===== src/rtl/flag_branch_unit_pkg.sv =====
// Purpose: shared constants for the flag/branch unit (op classes, condition codes, flag bits, FSM states).
// Latency: n/a (package only).
// Backpressure: n/a (package only).
package flag_branch_unit_pkg;

    // EX op classes: which flags the instruction writes
    localparam logic [1:0] OPC_NONE  = 2'b00;
    localparam logic [1:0] OPC_ARITH = 2'b01;   // writes Z, V, N
    localparam logic [1:0] OPC_LOGIC = 2'b10;   // writes Z only
    localparam logic [1:0] OPC_RSVD  = 2'b11;

    // Branch condition codes
    localparam logic [2:0] CC_NE     = 3'b000;
    localparam logic [2:0] CC_EQ     = 3'b001;
    localparam logic [2:0] CC_GT     = 3'b010;
    localparam logic [2:0] CC_LT     = 3'b011;
    localparam logic [2:0] CC_GTE    = 3'b100;
    localparam logic [2:0] CC_LTE    = 3'b101;
    localparam logic [2:0] CC_OVFL   = 3'b110;
    localparam logic [2:0] CC_UNCOND = 3'b111;

    // Bit positions inside the {Z,V,N} flag vector
    localparam int FLAG_Z = 2;
    localparam int FLAG_V = 1;
    localparam int FLAG_N = 0;

    typedef enum logic {
        ST_IDLE = 1'b0,
        ST_WAIT = 1'b1
    } fbu_state_t;

    function automatic logic opc_writes_flags(input logic [1:0] opc);
        return (opc == OPC_ARITH) || (opc == OPC_LOGIC);
    endfunction

endpackage


===== src/rtl/flag_branch_unit_branch_cond_eval.sv =====
// Purpose: evaluate a 3-bit branch condition code against a {Z,V,N} flag set.
// Latency: combinational, zero cycles.
// Backpressure: none; pure function of its inputs.
// Ports: ccc (condition code), zvn ({Z,V,N} flags), taken (condition holds).
module branch_cond_eval
    import flag_branch_unit_pkg::*;
(
    input  logic [2:0] ccc,
    input  logic [2:0] zvn,
    output logic       taken
);

    logic z;
    logic v;
    logic n;

    assign z = zvn[FLAG_Z];
    assign v = zvn[FLAG_V];
    assign n = zvn[FLAG_N];

    always_comb begin
        taken = 1'b0;
        case (ccc)
            CC_NE:     taken = ~z;
            CC_EQ:     taken = z;
            CC_GT:     taken = ~z & ~n;
            CC_LT:     taken = n;
            CC_GTE:    taken = z | (~z & ~n);
            CC_LTE:    taken = n | z;
            CC_OVFL:   taken = v;
            CC_UNCOND: taken = 1'b1;
            default:   taken = 1'b0;
        endcase
    end

endmodule


===== src/rtl/flag_branch_unit.sv =====
// Purpose: Z/V/N flag register fed from EX, and conditional branch resolution in ID.
// Latency: flags visible 1 cycle after EX result; br_taken combinational (bypass) or after a 1-cycle stall on flag hazard.
// Backpressure: stall freezes flag writes and FSM; br_stall asks IF/ID to hold one cycle (BYPASS=0 only).
// Ports: clk/rst_n; ex_valid, ex_op_class, ex_result, ex_ovfl from EX; stall, flush pipeline controls;
//        br_valid, br_ccc from ID; br_taken, br_stall, flags ({Z,V,N}) outputs.
module flag_branch_unit
    import flag_branch_unit_pkg::*;
#(
    parameter int WIDTH  = 16,
    parameter bit BYPASS = 1'b0
)(
    input  logic             clk,
    input  logic             rst_n,
    input  logic             ex_valid,
    input  logic [1:0]       ex_op_class,
    input  logic [WIDTH-1:0] ex_result,
    input  logic             ex_ovfl,
    input  logic             stall,
    input  logic             flush,
    input  logic             br_valid,
    input  logic [2:0]       br_ccc,
    output logic             br_taken,
    output logic             br_stall,
    output logic [2:0]       flags
);

    logic       opc_wr;
    logic       flag_we;
    logic       haz;
    logic [2:0] flags_q;
    logic [2:0] flags_next;
    logic [2:0] eval_flags;
    logic       cond_true;
    fbu_state_t state_q;

    assign opc_wr  = opc_writes_flags(ex_op_class);
    assign flag_we = ex_valid & ~flush & ~stall & opc_wr;
    // The hazard ignores stall: a frozen pipeline still has the producer in EX.
    assign haz     = br_valid & ex_valid & ~flush & opc_wr;

    // Logic/shift ops only touch Z; V and N carry over from the register.
    always_comb begin
        flags_next         = flags_q;
        flags_next[FLAG_Z] = (ex_result == '0);
        if (ex_op_class == OPC_ARITH) begin
            flags_next[FLAG_V] = ex_ovfl;
            flags_next[FLAG_N] = ex_result[WIDTH-1];
        end
    end

    always_ff @(posedge clk or negedge rst_n) begin
        if (!rst_n) begin
            flags_q <= 3'b000;
        end else if (flag_we) begin
            flags_q <= flags_next;
        end
    end

    // Only the bypass build forwards the in-flight flags; the stalling build
    // always evaluates against the register (after the stall it is current).
    assign eval_flags = (BYPASS && haz) ? flags_next : flags_q;

    branch_cond_eval u_cond (
        .ccc   (br_ccc),
        .zvn   (eval_flags),
        .taken (cond_true)
    );

    // IDLE -> WAIT on an unstalled hazard; WAIT leaves on flush or when stall drops.
    // In the bypass build the hazard never starts a wait, so the FSM sits in IDLE.
    always_ff @(posedge clk or negedge rst_n) begin
        if (!rst_n) begin
            state_q <= ST_IDLE;
        end else if (state_q == ST_IDLE) begin
            if (!BYPASS && haz && !stall) begin
                state_q <= ST_WAIT;
            end
        end else begin
            if (flush || !stall) begin
                state_q <= ST_IDLE;
            end
        end
    end

    always_comb begin
        br_stall = 1'b0;
        br_taken = 1'b0;
        if (!BYPASS && (state_q == ST_IDLE) && haz && !stall) begin
            br_stall = 1'b1;
        end else if ((state_q == ST_WAIT) && flush) begin
            br_taken = 1'b0;
        end else begin
            br_taken = br_valid & cond_true;
        end
    end

    assign flags = flags_q;

endmodule

===== config.mk =====
export PLATFORM = sky130hd
export DESIGN_NAME = flag_branch_unit
export DESIGN_NICKNAME = d
export VERILOG_FILES = /design/src/rtl/flag_branch_unit_pkg.sv /design/src/rtl/flag_branch_unit_branch_cond_eval.sv /design/src/rtl/flag_branch_unit.sv
export SDC_FILE = /design/constraint.sdc
export NUM_CORES = 1
export LEC_CHECK = 0
export ABC_CLOCK_PERIOD_IN_PS = 1800
export CAP_MARGIN = 20
export CORE_AREA = 2 2 39 41
export DETAILED_ROUTE_END_ITERATION = 16
export DIE_AREA = 0 0 41 43
export DONT_BUFFER_PORTS = 1
export SYNTH_ARGS = -nofsm -noshare
export SYNTH_HDL_FRONTEND = slang
export SYNTH_SLANG_ARGS = --single-unit

===== constraint.sdc =====
create_clock -name clk -period 1.8 [get_ports clk]
set_clock_uncertainty 0.15 [all_clocks]
set_input_delay 0.36 -clock clk [delete_from_list [all_inputs] [get_ports clk]]
set_output_delay 0.36 -clock clk [all_outputs]
set_load 0.03 [all_outputs]

# Yosys cells after proc, flatten, opt, wreduce, memory -nomap -nowiden
# Index checks and enable logic that the tools add are counted.
[word_totals]
ff_bits = 4
[classes]
eq_ne = 9
n_mux = 7
n_bitwise = 15
reduce_logical = 10
[ops]
columns = ["operator", "count"]
rows = [
  ["16-bit zero test", 1],
  ["3-bit equality test (second input constant)", 4],
  ["1-bit bitwise AND", 8],
  ["1-bit one-hot mux with 8 select lines", 1],
  ["3-bit by 2-bit equality test with 1-bit output (second input constant)", 2],
  ["1-bit two-way mux", 6],
  ["1-bit inverter", 5],
  ["1-bit logical AND", 4],
  ["3-bit by 1-bit equality test with 1-bit output (second input constant)", 1],
  ["3-bit zero test", 1],
  ["2-bit by 1-bit equality test with 1-bit output (second input constant)", 1],
  ["2-bit equality test (second input constant)", 1],
  ["1-bit logical OR", 2],
  ["1-bit bitwise OR", 2],
  ["2-bit AND reduction", 1],
  ["1-bit zero test", 1],
]

# Longest topological paths before layout
[depth]
depth_word = 7
depth_mapped = 5
depth_no_buf = 5

# Modules after synthesis
# A second synthesis with hierarchy kept.
[unflattened]
hier_cells = 34
hier_area_um2 = 324.1
[modules_own_cells]
columns = ["module", "n_inst", "cells_per_inst", "area_each_um2"]
rows = [
  ["flag_branch_unit", 1, 23, 247.7],
  ["branch_cond_eval", 1, 11, 76.3],
]

# Worst setup path before layout
# Ideal clock, no wire load.
[synth_timing]
kind = "input-to-output"
start = "in ex_op_class[1]"
end = "out br_taken"
t_arrival_ns = 1.480
t_required_ns = 1.290
path_slack_ns = -0.190
path_stages = 5
path_cell_list = "inv_1 > ha_1 > or4b_4 > o2111ai_2 > nor2_1"
[synth_via]
elab_chain_cells = 6
[synth_lines]
columns = ["element", "line_no", "source"]
rows = [
  ["from (decl)", "flag_branch_unit.sv:15", "input logic [1:0] ex_op_class,"],
  ["2-bit by 1-bit equality test with 1-bit output or 2-bit equality test (tied branches)", "flag_branch_unit_pkg.sv:33", "return (opc == OPC_ARITH) || (opc == OPC_LOGIC);"],
  ["1-bit logical OR *", "flag_branch_unit_pkg.sv:33", ""],
  ["1-bit bitwise AND *", "flag_branch_unit.sv:39", "assign haz = br_valid & ex_valid & ~flush & opc_wr;"],
  ["1-bit logical AND * (2 in a row)", "flag_branch_unit.sv:88", "if (!BYPASS && (state_q == ST_IDLE) && haz && !stall) begin"],
  ["1-bit two-way mux *", "flag_branch_unit.sv:88", ""],
  ["to (decl)", "flag_branch_unit.sv:22", "output logic br_taken,"],
]
# Mark *: on every way between the ends. The rest lies on a longest branch, timed or not.

# Worst setup path after layout
[layout_timing]
start = "in ex_op_class[0]"
end = "out br_taken"
# The elaborated chain is that of the path after synthesis.

==> implementation parameters <==
Parameter                              Value

Drt
  Final routed wire length divided by cell count ... about 13 um
  Count of routing violations after the opening detailed-route iteration ... 2
  Number of vias in the routed layout ... 348
  WL final ... 846 um
  Post-route antenna net violation count ... 0
  DR pass1 iterations ... 2
  Post-route DRC ... 0
  Via density per instance ... between 5 and 6

Place
  Total half-perimeter wirelength after legalization and detailed placement ... 693 um
  GP Congestion ... 0.618
  Placed standard-cell area ... 422 um^2
  Buffers added on ports ... 0

Pwr
  Clk pwr share ... 33.6%
  Pwr Total ... approximately 330 uW
  Power spent charging and discharging nets ... 102 uW
  LEAKAGE ... 0.189 nW
  Largest vdd supply drop ... 260 uV
  Fraction of power spent switching nets ... 30.6%
  Power share of the combinational group ... 33.4%
  Sequential cell fraction of total power ... 33.0%
  Total power divided by cell area ... 680 nW/um^2
  Cell-internal power ... between 200 and 250 uW

Job
  Number of maximum-capacitance constraint violations ... 0

Run status
  Violations in the final reports ... negative setup slack
  Result of the run ... finished, violations left

CTS
  Inserted Clock Buffers ... 3
  TritonCTS clock tree ... built
  Buffer cell driving the clock tree root ... clkbuf_4
  H-tree depth ... 1
  Reg clk slew, reported paths ... approximately 40 ps
  Skew-Pair Late Insertion Delay ... roughly 240 ps
  Max Root-Sink Buffers ... 2
  Number of sinks on the clock net ... 4

Final layout
  Synth-to-layout area growth ... 57.2%
  Fill cells ... 153
  Area occupied by multi-input gates ... 251 um^2
  Core occupancy in the finished layout ... roughly 36%
  Most frequent standard cell in the layout excluding fill and tap cells ... buf_4
  Layout cells sized above 1 ... 44.9%
  Total Nets Final ... 80
  Antenna diode instance count ... 0
  Most used cells in the layout excluding fill and tap cells ... 9 x buf_4, 4 x nand2_1, 4 x nor4_1, 4 x dfrtp_1
  Final Cell Area ... 492 um^2
  Seq. cell area ... approximately 100 um^2

Timing
  Transition time at the pin with the least slew margin ... 268 ps
  Worst relative slew slack ... 82.0%
  Setup slack after layout ... -119 ps
  Min Clock Period, post-route ... 1920 ps
  Count of pins over their slew limit ... 0
  Period utilisation layout ... 107%
  Achievable Freq ... 0.521 GHz
  Setup repair after global routing missed its margin ... true
  Hold Violations, Final ... 0
  Setup violators final ... 2

Global route
  Pin count of the biggest net entering global routing ... 7
  Sum of overflow across all layers after global routing ... 0
  Vias in the first global route ... 322
  Antenna violations before repair ... 0
  Overall global routing resource usage ... about 10%
  First-pass GRT wire length ... 1.12 mm

Setup path
  Worst R2R Start ... flags[1]
  Data required time at the worst endpoint ... around 1300 ps
  Type of the setup path with the least slack ... in -> out
  Critical Path Start ... ex_op_class[0]
  Endpoint arrival time on the critical path ... 1410 ps
  Largest driver fanout on the critical path ... 2
  Critical Path Start Type ... input port
  CP Capture Type ... output pin

Synthesis
  Most area-consuming cells after synthesis ... dfrtp_1 32%, nor4_1 8.0%, mux2_2 7.2%
  Mapped Cells ... 35
  FF+latch count, synth ... 4
  Number of warnings reported in the yosys synthesis log ... 0
  Total nets after synthesis ... 64
  Cell type with the highest aggregate area in the netlist ... dfrtp_1
  Post-Synthesis Cell Area ... 313 um^2
  Share of Yosys cell area claimed by the top area cell type ... 32.0%
  Seq/Total Area, Yosys ... 32.0%
  Avg Synthesized Cell Area ... 8.94 um^2
  Unique cell type count in the Yosys netlist ... 18

Min path
  HP Class ... in -> reg
  Startpoint of the worst hold path ... ex_result[15]

Floorplanning
  Chip Width ... 41 um
  Initial cell density of the core ... a little under a quarter
  Height of the die ... ~43 um
  Die area ... 1760 um^2
  Core box area ... approximately 1400 um^2
  Count of standard-cell rows ... 14
  I/O pin count ... 33
## metal layers
metal	routed length, um	vias to the layer above	GRT usage, %
met2	437	24	16.9
met3	89	2	3.66
met1	296	158	8.44
met4	23	0	10.0
met5	0	-	0
li1	-	164	-
## worst paths after layout
kind	to	slack, ps	cells after the start
max in group asynchronous	flags[1]	1100	1
worst max-delay path	br_taken	-120	4
min in group asynchronous	flags[2]	240	1
worst max register to register	flags[1]	730	2
worst min-delay path	flags[0]	120	1
worst min register to register	flags[2]	400	2
## cells by family (layout without fill, tap and decap cells)
group | Yosys count | count (layout) | share of synthesized area [%]
flip-flops | 4 | 4 | 32.0
buffers and inverters | 1 | 15 | 1.20
AO/OA/AOI/OAI | 8 | 8 | 17.2
AND/OR/NAND/NOR | 19 | 19 | 38.4
adder cells (fa/ha/maj) | 1 | 1 | 4.00
multiplexers | 2 | 2 | 7.20
## stage by stage
step	instances	hold WS, ps	TNS (ps)	setup WS [ps]
after floorplan	35	-85.6	-147	-147
after global placement	58	-85.5	-187	-159
after detailed placement	58	-85.5	-207	-155
after CTS	63	119	-127	-113
after global routing	65	109	-293	-148
final	65	124	-217	-119
## final cells by class
cell class              count  area share, %
flip-flops and latches      4           20.4
multi-input cells          30           51.1
well taps                  16           4.07
repair buffers             11           18.1
inverters                   1           1.78
clock buffers               3           4.58
## registers in the layout (all words and copies together), names as in the netlist
| signal | cells |
|---|---|
| flags | 3 |
| state_q | 1 |
## Yosys cell counts (all sizes together)
cell     count
a21oi        1
o2111ai      1
a211oi       1
nor2         3
nor4         4
nand4        1
nor3b        1
mux2         2
nand3b       1
nand2        4
nor4b        1
or4b         1
a31oi        1
nor2b        3
ha           1
dfrtp        4
o21ai        4
inv          1
## power groups by stage
stage	registers [mW]	clock network, mW	logic [mW]
2_1_floorplan	0.132	0	0.0467
3_3_place_gp	0.112	0	0.0954
3_5_place_dp	0.112	0	0.0968
4_1_cts	0.111	0.117	0.103
5_1_grt	0.112	0.130	0.121
6_report	0.110	0.113	0.112
## critical path, cell delays in order
cell       delay [ps]
ha_4              220
or4b_4            510
o2111ai_4         220
nor2_4            100
## what timing repair did
action / CTS / global route
buffers inserted: 1 / 2
hold endpoints to repair: 4 / 0
endpoints found under the setup margin: 2 / 2
hold buffers: 1 / 0
pin swaps: 4 / 4
resized for setup: 3 / 1
No activity file was read; power rests on OpenSTA's default activity.
